[src/rtl/mc_controller.sv]
// Multicycle MIPS control unit: a Moore FSM that steps each instruction through
// fetch/decode/execute/memory/writeback and decodes datapath controls from the state.
module mc_controller #(
  parameter bit ILLEGAL_TRAP = 1'b0
) (
  input  logic       clk,
  input  logic       reset,
  input  logic [5:0] op,
  input  logic [5:0] funct,
  input  logic       zero,
  output logic       iord,
  output logic       memwrite,
  output logic       irwrite,
  output logic       regdst,
  output logic       memtoreg,
  output logic       regwrite,
  output logic       alusrca,
  output logic [1:0] alusrcb,
  output logic [1:0] pcsrc,
  output logic       pcen,
  output logic [2:0] alucontrol,
  output logic       illegal,
  output logic [3:0] state
);

  typedef enum logic [3:0] {
    FETCH   = 4'd0,
    DECODE  = 4'd1,
    MEMADR  = 4'd2,
    MEMRD   = 4'd3,
    MEMWB   = 4'd4,
    MEMWR   = 4'd5,
    RTYPEEX = 4'd6,
    RTYPEWB = 4'd7,
    BEQEX   = 4'd8,
    ADDIEX  = 4'd9,
    ADDIWB  = 4'd10,
    JEX     = 4'd11,
    HALT    = 4'd12
  } state_t;

  localparam logic [5:0] OP_LW    = 6'b100011;
  localparam logic [5:0] OP_SW    = 6'b101011;
  localparam logic [5:0] OP_RTYPE = 6'b000000;
  localparam logic [5:0] OP_BEQ   = 6'b000100;
  localparam logic [5:0] OP_ADDI  = 6'b001000;
  localparam logic [5:0] OP_J     = 6'b000010;

  localparam logic [2:0] ALU_AND = 3'b000;
  localparam logic [2:0] ALU_OR  = 3'b001;
  localparam logic [2:0] ALU_ADD = 3'b010;
  localparam logic [2:0] ALU_SUB = 3'b110;
  localparam logic [2:0] ALU_SLT = 3'b111;

  state_t     state_r;
  state_t     next_state_s;

  logic       iord_s;
  logic       memwrite_s;
  logic       irwrite_s;
  logic       regdst_s;
  logic       memtoreg_s;
  logic       regwrite_s;
  logic       alusrca_s;
  logic [1:0] alusrcb_s;
  logic [1:0] pcsrc_s;
  logic       pcwrite_s;
  logic       branch_s;
  logic [2:0] alucontrol_s;
  logic       illegal_s;

  // Unknown funct codes fall back to add so the R-type still completes.
  function automatic logic [2:0] funct_to_alu(input logic [5:0] f);
    logic [2:0] alu;
    case (f)
      6'b100000: alu = ALU_ADD;
      6'b100010: alu = ALU_SUB;
      6'b100100: alu = ALU_AND;
      6'b100101: alu = ALU_OR;
      6'b101010: alu = ALU_SLT;
      default:   alu = ALU_ADD;
    endcase
    return alu;
  endfunction

  // State register with synchronous reset.
  always_ff @(posedge clk) begin
    if (reset) begin
      state_r <= FETCH;
    end else begin
      state_r <= next_state_s;
    end
  end

  // Next-state logic.
  always_comb begin
    next_state_s = FETCH;
    case (state_r)
      FETCH: next_state_s = DECODE;
      DECODE: begin
        case (op)
          OP_LW, OP_SW: next_state_s = MEMADR;
          OP_RTYPE:     next_state_s = RTYPEEX;
          OP_BEQ:       next_state_s = BEQEX;
          OP_ADDI:      next_state_s = ADDIEX;
          OP_J:         next_state_s = JEX;
          default:      next_state_s = ILLEGAL_TRAP ? HALT : FETCH;
        endcase
      end
      MEMADR: begin
        if (op == OP_LW) begin
          next_state_s = MEMRD;
        end else begin
          next_state_s = MEMWR;
        end
      end
      MEMRD:   next_state_s = MEMWB;
      RTYPEEX: next_state_s = RTYPEWB;
      ADDIEX:  next_state_s = ADDIWB;
      MEMWB, MEMWR, RTYPEWB, BEQEX, ADDIWB, JEX: next_state_s = FETCH;
      HALT:    next_state_s = HALT;
      default: next_state_s = FETCH;
    endcase
  end

  // Moore output decode of the current state.
  always_comb begin
    iord_s       = 1'b0;
    memwrite_s   = 1'b0;
    irwrite_s    = 1'b0;
    regdst_s     = 1'b0;
    memtoreg_s   = 1'b0;
    regwrite_s   = 1'b0;
    alusrca_s    = 1'b0;
    alusrcb_s    = 2'b00;
    pcsrc_s      = 2'b00;
    pcwrite_s    = 1'b0;
    branch_s     = 1'b0;
    alucontrol_s = ALU_ADD;
    illegal_s    = 1'b0;
    case (state_r)
      FETCH: begin
        alusrcb_s = 2'b01;
        irwrite_s = 1'b1;
        pcwrite_s = 1'b1;
      end
      DECODE: begin
        alusrcb_s = 2'b11;
      end
      MEMADR, ADDIEX: begin
        alusrca_s = 1'b1;
        alusrcb_s = 2'b10;
      end
      MEMRD: begin
        iord_s = 1'b1;
      end
      MEMWB: begin
        memtoreg_s = 1'b1;
        regwrite_s = 1'b1;
      end
      MEMWR: begin
        iord_s     = 1'b1;
        memwrite_s = 1'b1;
      end
      RTYPEEX: begin
        alusrca_s    = 1'b1;
        alucontrol_s = funct_to_alu(funct);
      end
      RTYPEWB: begin
        regdst_s   = 1'b1;
        regwrite_s = 1'b1;
      end
      BEQEX: begin
        alusrca_s    = 1'b1;
        alucontrol_s = ALU_SUB;
        pcsrc_s      = 2'b01;
        branch_s     = 1'b1;
      end
      ADDIWB: begin
        regwrite_s = 1'b1;
      end
      JEX: begin
        pcsrc_s   = 2'b10;
        pcwrite_s = 1'b1;
      end
      HALT: begin
        illegal_s = 1'b1;
      end
      default: begin
        illegal_s = 1'b0;
      end
    endcase
  end

  // Architectural write enables are suppressed while reset is held.
  assign pcen       = ~reset & (pcwrite_s | (branch_s & zero));
  assign memwrite   = ~reset & memwrite_s;
  assign irwrite    = ~reset & irwrite_s;
  assign regwrite   = ~reset & regwrite_s;

  assign iord       = iord_s;
  assign regdst     = regdst_s;
  assign memtoreg   = memtoreg_s;
  assign alusrca    = alusrca_s;
  assign alusrcb    = alusrcb_s;
  assign pcsrc      = pcsrc_s;
  assign alucontrol = alucontrol_s;
  assign illegal    = illegal_s;
  assign state      = state_r;

endmodule

[config.mk]
export PLATFORM = sky130hd
export DESIGN_NAME = mc_controller
export DESIGN_NICKNAME = d
export VERILOG_FILES = /design/src/rtl/mc_controller.sv
export SDC_FILE = /design/constraint.sdc
export NUM_CORES = 1
export LEC_CHECK = 0
export CAP_MARGIN = 20
export CORE_MARGIN = 2
export CORE_UTILIZATION = 31
export DETAILED_ROUTE_END_ITERATION = 10
export GPL_TIMING_DRIVEN = 0
export PLACE_DENSITY = 0.8
export SYNTH_ARGS = -nofsm -noshare
export SYNTH_HDL_FRONTEND = slang
export SYNTH_SLANG_ARGS = --single-unit
[constraint.sdc]
create_clock -name clk -period 1.95 [get_ports clk]
set_clock_uncertainty 0.15 [all_clocks]
set_input_delay 0.4875 -clock clk [delete_from_list [all_inputs] [get_ports clk]]
set_output_delay 0.4875 -clock clk [all_outputs]
set_load 0.02 [all_outputs]
==> results of run 1 <==
[repair_timing]
action                     CTS  global route
gates resized for setup     92            24
setup endpoints to repair   17            16
gates cloned                 0             0
setup buffers                7             9
pin swaps                    3             7
[layout make-up]
type | instances | share of cell area (%)
inverter | 4 | 1.58
sequential | 4 | 8.56
timing repair buffer | 49 | 39.0
clock buffer | 4 | 2.36
multi-input combinational | 66 | 44.1
tap | 16 | 1.80
buffer | 2 | 2.59
[cells in the mapped netlist (all sizes together), types with 2 or more instances]
library cell	n
nand3	2
nor3	6
o31a	2
inv	4
nand2b	4
clkbuf	3
and3	2
nor4	4
buf	3
o21ai	3
or4b	2
a31oi	2
dfxtp	4
nand2	6
xor2	2
nor2	15
a21oi	4
[power by group]
| part | internal (uW) | switching (uW) |
|---|---|---|
| clock | 77.2 | 40.9 |
| combinational | 75.0 | 72.4 |
| sequential | 81.1 | 2.94 |
| total | 233 | 116 |
[routing by layer]
layer	vias to the layer above	GRT usage [%]
met5	-	0
met4	0	5.88
met3	4	7.60
met2	54	33.7
met1	377	23.1
li1	386	-
[cells by family (layout without fill, tap and decap cells)]
group,after synthesis,after routing
buf+inv,10,59
flops,4,4
simple gates,45,45
xor+xnor,3,3
compound gates,18,18
[how the worst max path moves through the flow]
stage | to | depth (start not counted) | from | slack (ps)
2_1_floorplan | alucontrol[1] | 3 | state[2] | -390
3_3_place_gp | alucontrol[1] | 4 | funct[4] | -1180
3_5_place_dp | alucontrol[1] | 4 | funct[4] | -1190
4_1_cts | alucontrol[1] | 4 | state[0] | -590
5_1_grt | alucontrol[1] | 4 | state[3] | -610
6_report | alucontrol[1] | 4 | state[3] | -580
[worst max-delay path: stages, from the launching register on]
cell	delay (ps)
dfxtp_4	340
nand2b_4	140
or4b_4	540
or4b_4	490
buf_6	140
[per-stage QoR]
stage / hold slack, ps / TNS (ps) / util (%) / worst slack (ps) / cell area, um^2
floorplan: 501 / -881 / - / -388 / 583
global placement: 516 / -8310 / 61.2 / -1180 / 943
detailed placement: 529 / -8440 / 61.2 / -1190 / 943
CTS: 551 / -1910 / 66.3 / -594 / 1020
global route: 588 / -2510 / 72.1 / -606 / 1110
finish: 587 / -2070 / 72.1 / -580 / 1110
==> impl_metrics.ini, run 1 <==
[floorplanning]
dieWidth_um = 45.1
start_util_pct = 34.0
die_area_mm2 = 0.00204
fp.dieH_um = 45.1
fp-row-count = 14
coreArea_mm2 = 0.00154
io-pin-count = 35

[yosys]
synth_top_family_by_area = simple AND/OR/NAND/NOR gates
yosys.area.top_type = dfxtp_1
netlist_instances = 80
synth.distinct_cells = 33
ys.warnings.count = 0
avgSynthCellArea_um2 = 6.55
yosysSeqAreaShare_pct = 15.3
synth_nets = 95
synth_top_area_share_pct = 15.3
synth_xor_area_share_pct = 5.01
ys.flop_type = dfxtp_1
synth_area_leaders = dfxtp_1 15%, nor2_1 11%, nor3_1 5.7%, nand2b_4 5.3%, nor4_1 4.8%
synth_area_um2 = 524
synth_compound_area_share_pct = 22.7
synth_edf_count = 0
synthMuxAreaShare_pct = 0
synthAdderAreaFrac_pct = 0
yosys.area_share.simple_pct = 47.5
ys_seq_elements = 4
synth-async-reset-ratio_pct = 0

[worst_setup_path]
ff2ff_path_depth = 7
crit_arrival_ps = 1890
cp-start-kind = flip-flop
path_max_fanout = 4
worst_ep_required_time_ps = 1310
crit_type = flip-flop to primary output
endpoint_kind = primary output
reg2reg_slack_ps = -20
r2r-start = state[1]
worst_r2r_endpoint = state[1]

[place]
place.gp.congestion = 0.910
dp.cells = 130
portBuffers = 34
dp_hpwl_um = 1320

[drt]
drtPass1Iterations = 4
drcViolationCount = 0
drt_iter0_drc = 26
wl_met1_um = 850
vias_per_cell = 5.66
wl_um = 2230
top_layer = met4
num_vias = 821
wl_met3_um = 222
wl_met2_um = 1120
ant_nets = 0
wl_per_cell_um = 15.3

[cts]
htree_num_levels = 1
postCtsHoldBufs = 0
clk_pin_slew_ps = 40
cts-buffers-inserted = 3
cts.sinks = 4
clockBufferDepth = 2
root_buffer = clkbuf_4
cts_tree = yes
clk_latency_ps = 250

[timing]
max_slew_margin_pct = 60.2
drv_slew = 0
setup_viol = 10
setup_ws_ps = -580
max_freq_ghz = 0.395
post-route-min-period_ps = 2530
worst_slew_pin_slew_ps = 598
rsz0062_at_grt = yes
fin_crit_sh_pct = 130
finalHoldViolations = 0

[final_layout]
num-fill-cells = 120
stdcell_count = 145
seqCellArea_um2 = 95.1
layout_commonest_cell = buf_4
layout_common_cells = 18 x buf_4, 15 x clkdlybuf4s50_1, 11 x nor2_1, 9 x buf_6, 5 x nand2_1
fin_nets = 145
drive_gt1_share_pct = 45.7
multi_input_area_um2 = 490
largest_reg_flops = 4
diodes = 0
syn2layout_area_growth_pct = 112

[run_status]
violations = negative setup slack
status = finished, violations left

[pwr]
p_leak_uw = 0.000466
p_per_area_mw_per_mm2 = 315
peakVddDrop_v = 0.000293
p_total_uw = 350

[job]
maxCapViolCount = 0

[grt]
grt_start_max_net_pins = 11
antenna_found_initial = 0
grt_overflow = 0
grt_pass1_wl_um = 2980
track_usage_pct = 19.9
first_global_vias = 713

[min_path]
min_from = state[2]
min_path_cells = 2
hold_path_end = state[3]
hold_path_class = flip-flop to flip-flop
Power figures use the tool's default switching activity.
==> run 2, diff against run 1 <==
Settings changed: TNS_END_PERCENT from default to 10.
==> run 2 against run 1 <==
Compared with the run above: the run still ends with negative setup slack left; non-clock buffer count fell by 8; global-route usage down 3.2 points; combinational power down 22%; critical path depth is the same; largest power group unchanged; highest routed layer is now met3.
==> impl_metrics.ini, run 2 (synthesized netlist as in run 1, its figures left out) <==
[floorplanning]
fp-row-count = 14
coreArea_mm2 = 0.00154
die_area_mm2 = 0.00204
fp.dieH_um = 45.1
io-pin-count = 35
dieWidth_um = 45.1
start_util_pct = 34.0

[cts]
htree_num_levels = 1
cts.sinks = 4
clockBufferDepth = 2
postCtsHoldBufs = 0
cts-buffers-inserted = 3
clk_latency_ps = 230
cts_tree = yes
root_buffer = clkbuf_4
clk_pin_slew_ps = 40

[timing]
max_freq_ghz = 0.398
rsz0062_at_grt = yes
setup_viol = 12
fin_crit_sh_pct = 129
worst_slew_pin_slew_ps = 544
drv_slew = 0
finalHoldViolations = 0
setup_tns_ps = -3420
post-route-min-period_ps = 2510
setup_ws_ps = -560
max_slew_margin_pct = 63.7

[drt]
drtPass1Iterations = 4
wl_um = 1750
wl_per_cell_um = 12.8
drt_iter0_drc = 7
drcViolationCount = 0
ant_nets = 0
vias_per_cell = 5.51
num_vias = 749

[final_layout]
multi_input_area_um2 = 419
syn2layout_area_growth_pct = 77.8
fin_nets = 137
layout_commonest_cell = clkdlybuf4s50_1
largest_reg_flops = 4
final_area_um2 = 932
seqCellArea_um2 = 88.8
diodes = 0
num-fill-cells = 146
drive_gt1_share_pct = 30.8
layout_common_cells = 16 x clkdlybuf4s50_1, 13 x nor2_1, 11 x buf_4, 7 x buf_2, 6 x nand2_1

[pwr]
p_seq_share_pct = 28.5
peakVddDrop_v = 0.000438
p_switching_uw = 91.6
p_total_uw = 300
p_comb_share_pct = 37.8
p_sw_share_pct = 30.5
p_per_area_mw_per_mm2 = 322
p_int_uw = 209
p_leak_uw = 0.000419
p_clk_share_pct = 33.7

[worst_setup_path]
crit_start = state[0]
path_max_fanout = 2
crit_arrival_ps = 1870
worst_ep_required_time_ps = 1310
cp-start-kind = flip-flop
r2r-start = state[1]
endpoint_kind = primary output
crit_type = flip-flop to primary output

[grt]
grt_start_max_net_pins = 11
grt_pass1_wl_um = 2570
grt_overflow = 0
antenna_found_initial = 0
track_usage_pct = 16.7
first_global_vias = 603

[place]
postPlaceCellArea_um2 = 895
place.gp.congestion = 0.877
dp_hpwl_um = 1240
portBuffers = 34

[run_status]
status = finished, violations left
violations = negative setup slack

[job]
maxCapViolCount = 0

[min_path]
min_from = state[3]
hold_path_class = flip-flop to flip-flop
run 2: changes by cell type in the layout (fill, tap and decap cells not counted), moves of 2 or more:
| cell | previous run | this run |
|---|---|---|
| nor3_2 | 3 | 1 |
| buf_6 | 9 | 2 |
| nor2_1 | 11 | 13 |
| buf_4 | 18 | 11 |
| nor2_4 | 4 | 1 |
| nor3_1 | 3 | 5 |
| clkbuf_2 | 3 | 1 |
| dfxtp_4 | 4 | 2 |
| buf_2 | 1 | 7 |
run 2: worst max-delay path, stage by stage, from the launching register on:
cell and delay, ps:
dfxtp_4 330, nand2b_4 140, or4b_4 540, or4b_4 490
buf_6 150
run 2: metal layers:
metal  GRT usage (%)  part of all wire (%)  vias up
li1                -                     -      373
met1            22.6                    43      350
met2            27.1                    51       26
met3            5.20                   5.9        0
met4            1.18                     0        0
met5               0                     0        -
run 2: worst paths after layout:
| check | slack, ps | cells after the start | endpoint |
|---|---|---|---|
| max | -560 | 4 | alucontrol[1] |
| min | 510 | 2 | state[3] |
| max reg2reg | 230 | 5 | state[2] |
| min reg2reg | 510 | 2 | state[3] |
run 2: power groups by stage:
stage / Sequential (uW) / Clock [uW] / Combinational [uW]
5_1_grt: 85.8 / 119 / 123
3_3_place_gp: 88.5 / 0 / 117
2_1_floorplan: 91.7 / 0 / 54.2
4_1_cts: 87.4 / 106 / 109
3_5_place_dp: 88.7 / 0 / 119
6_report: 85.7 / 101 / 114
run 2: layout make-up:
class | instances | area share (%)
Multi-Input combinational cell | 66 | 45.0
Timing Repair Buffer | 39 | 35.6
Sequential cell | 4 | 9.53
Buffer | 4 | 3.76
Clock buffer | 3 | 2.42
Tap cell | 16 | 2.15
Inverter | 4 | 1.61
run 2: stage by stage:
step                      utilization [%]  setup WS (ps)  hold slack (ps)  cells
after floorplan                         -           -393              522     80
after global placement               58.0          -1190              501    130
after detailed placement             58.0          -1180              512    130
after CTS                            59.0           -569              572    135
after global routing                 60.5           -603              534    136
final                                60.5           -560              512    136
run 2: repair_timing:
action                                  4_1_cts  5_1_grt
pin swaps                                     2        1
resized for setup                            70       16
buffers inserted                              4        1
endpoints found under the setup margin       17       19
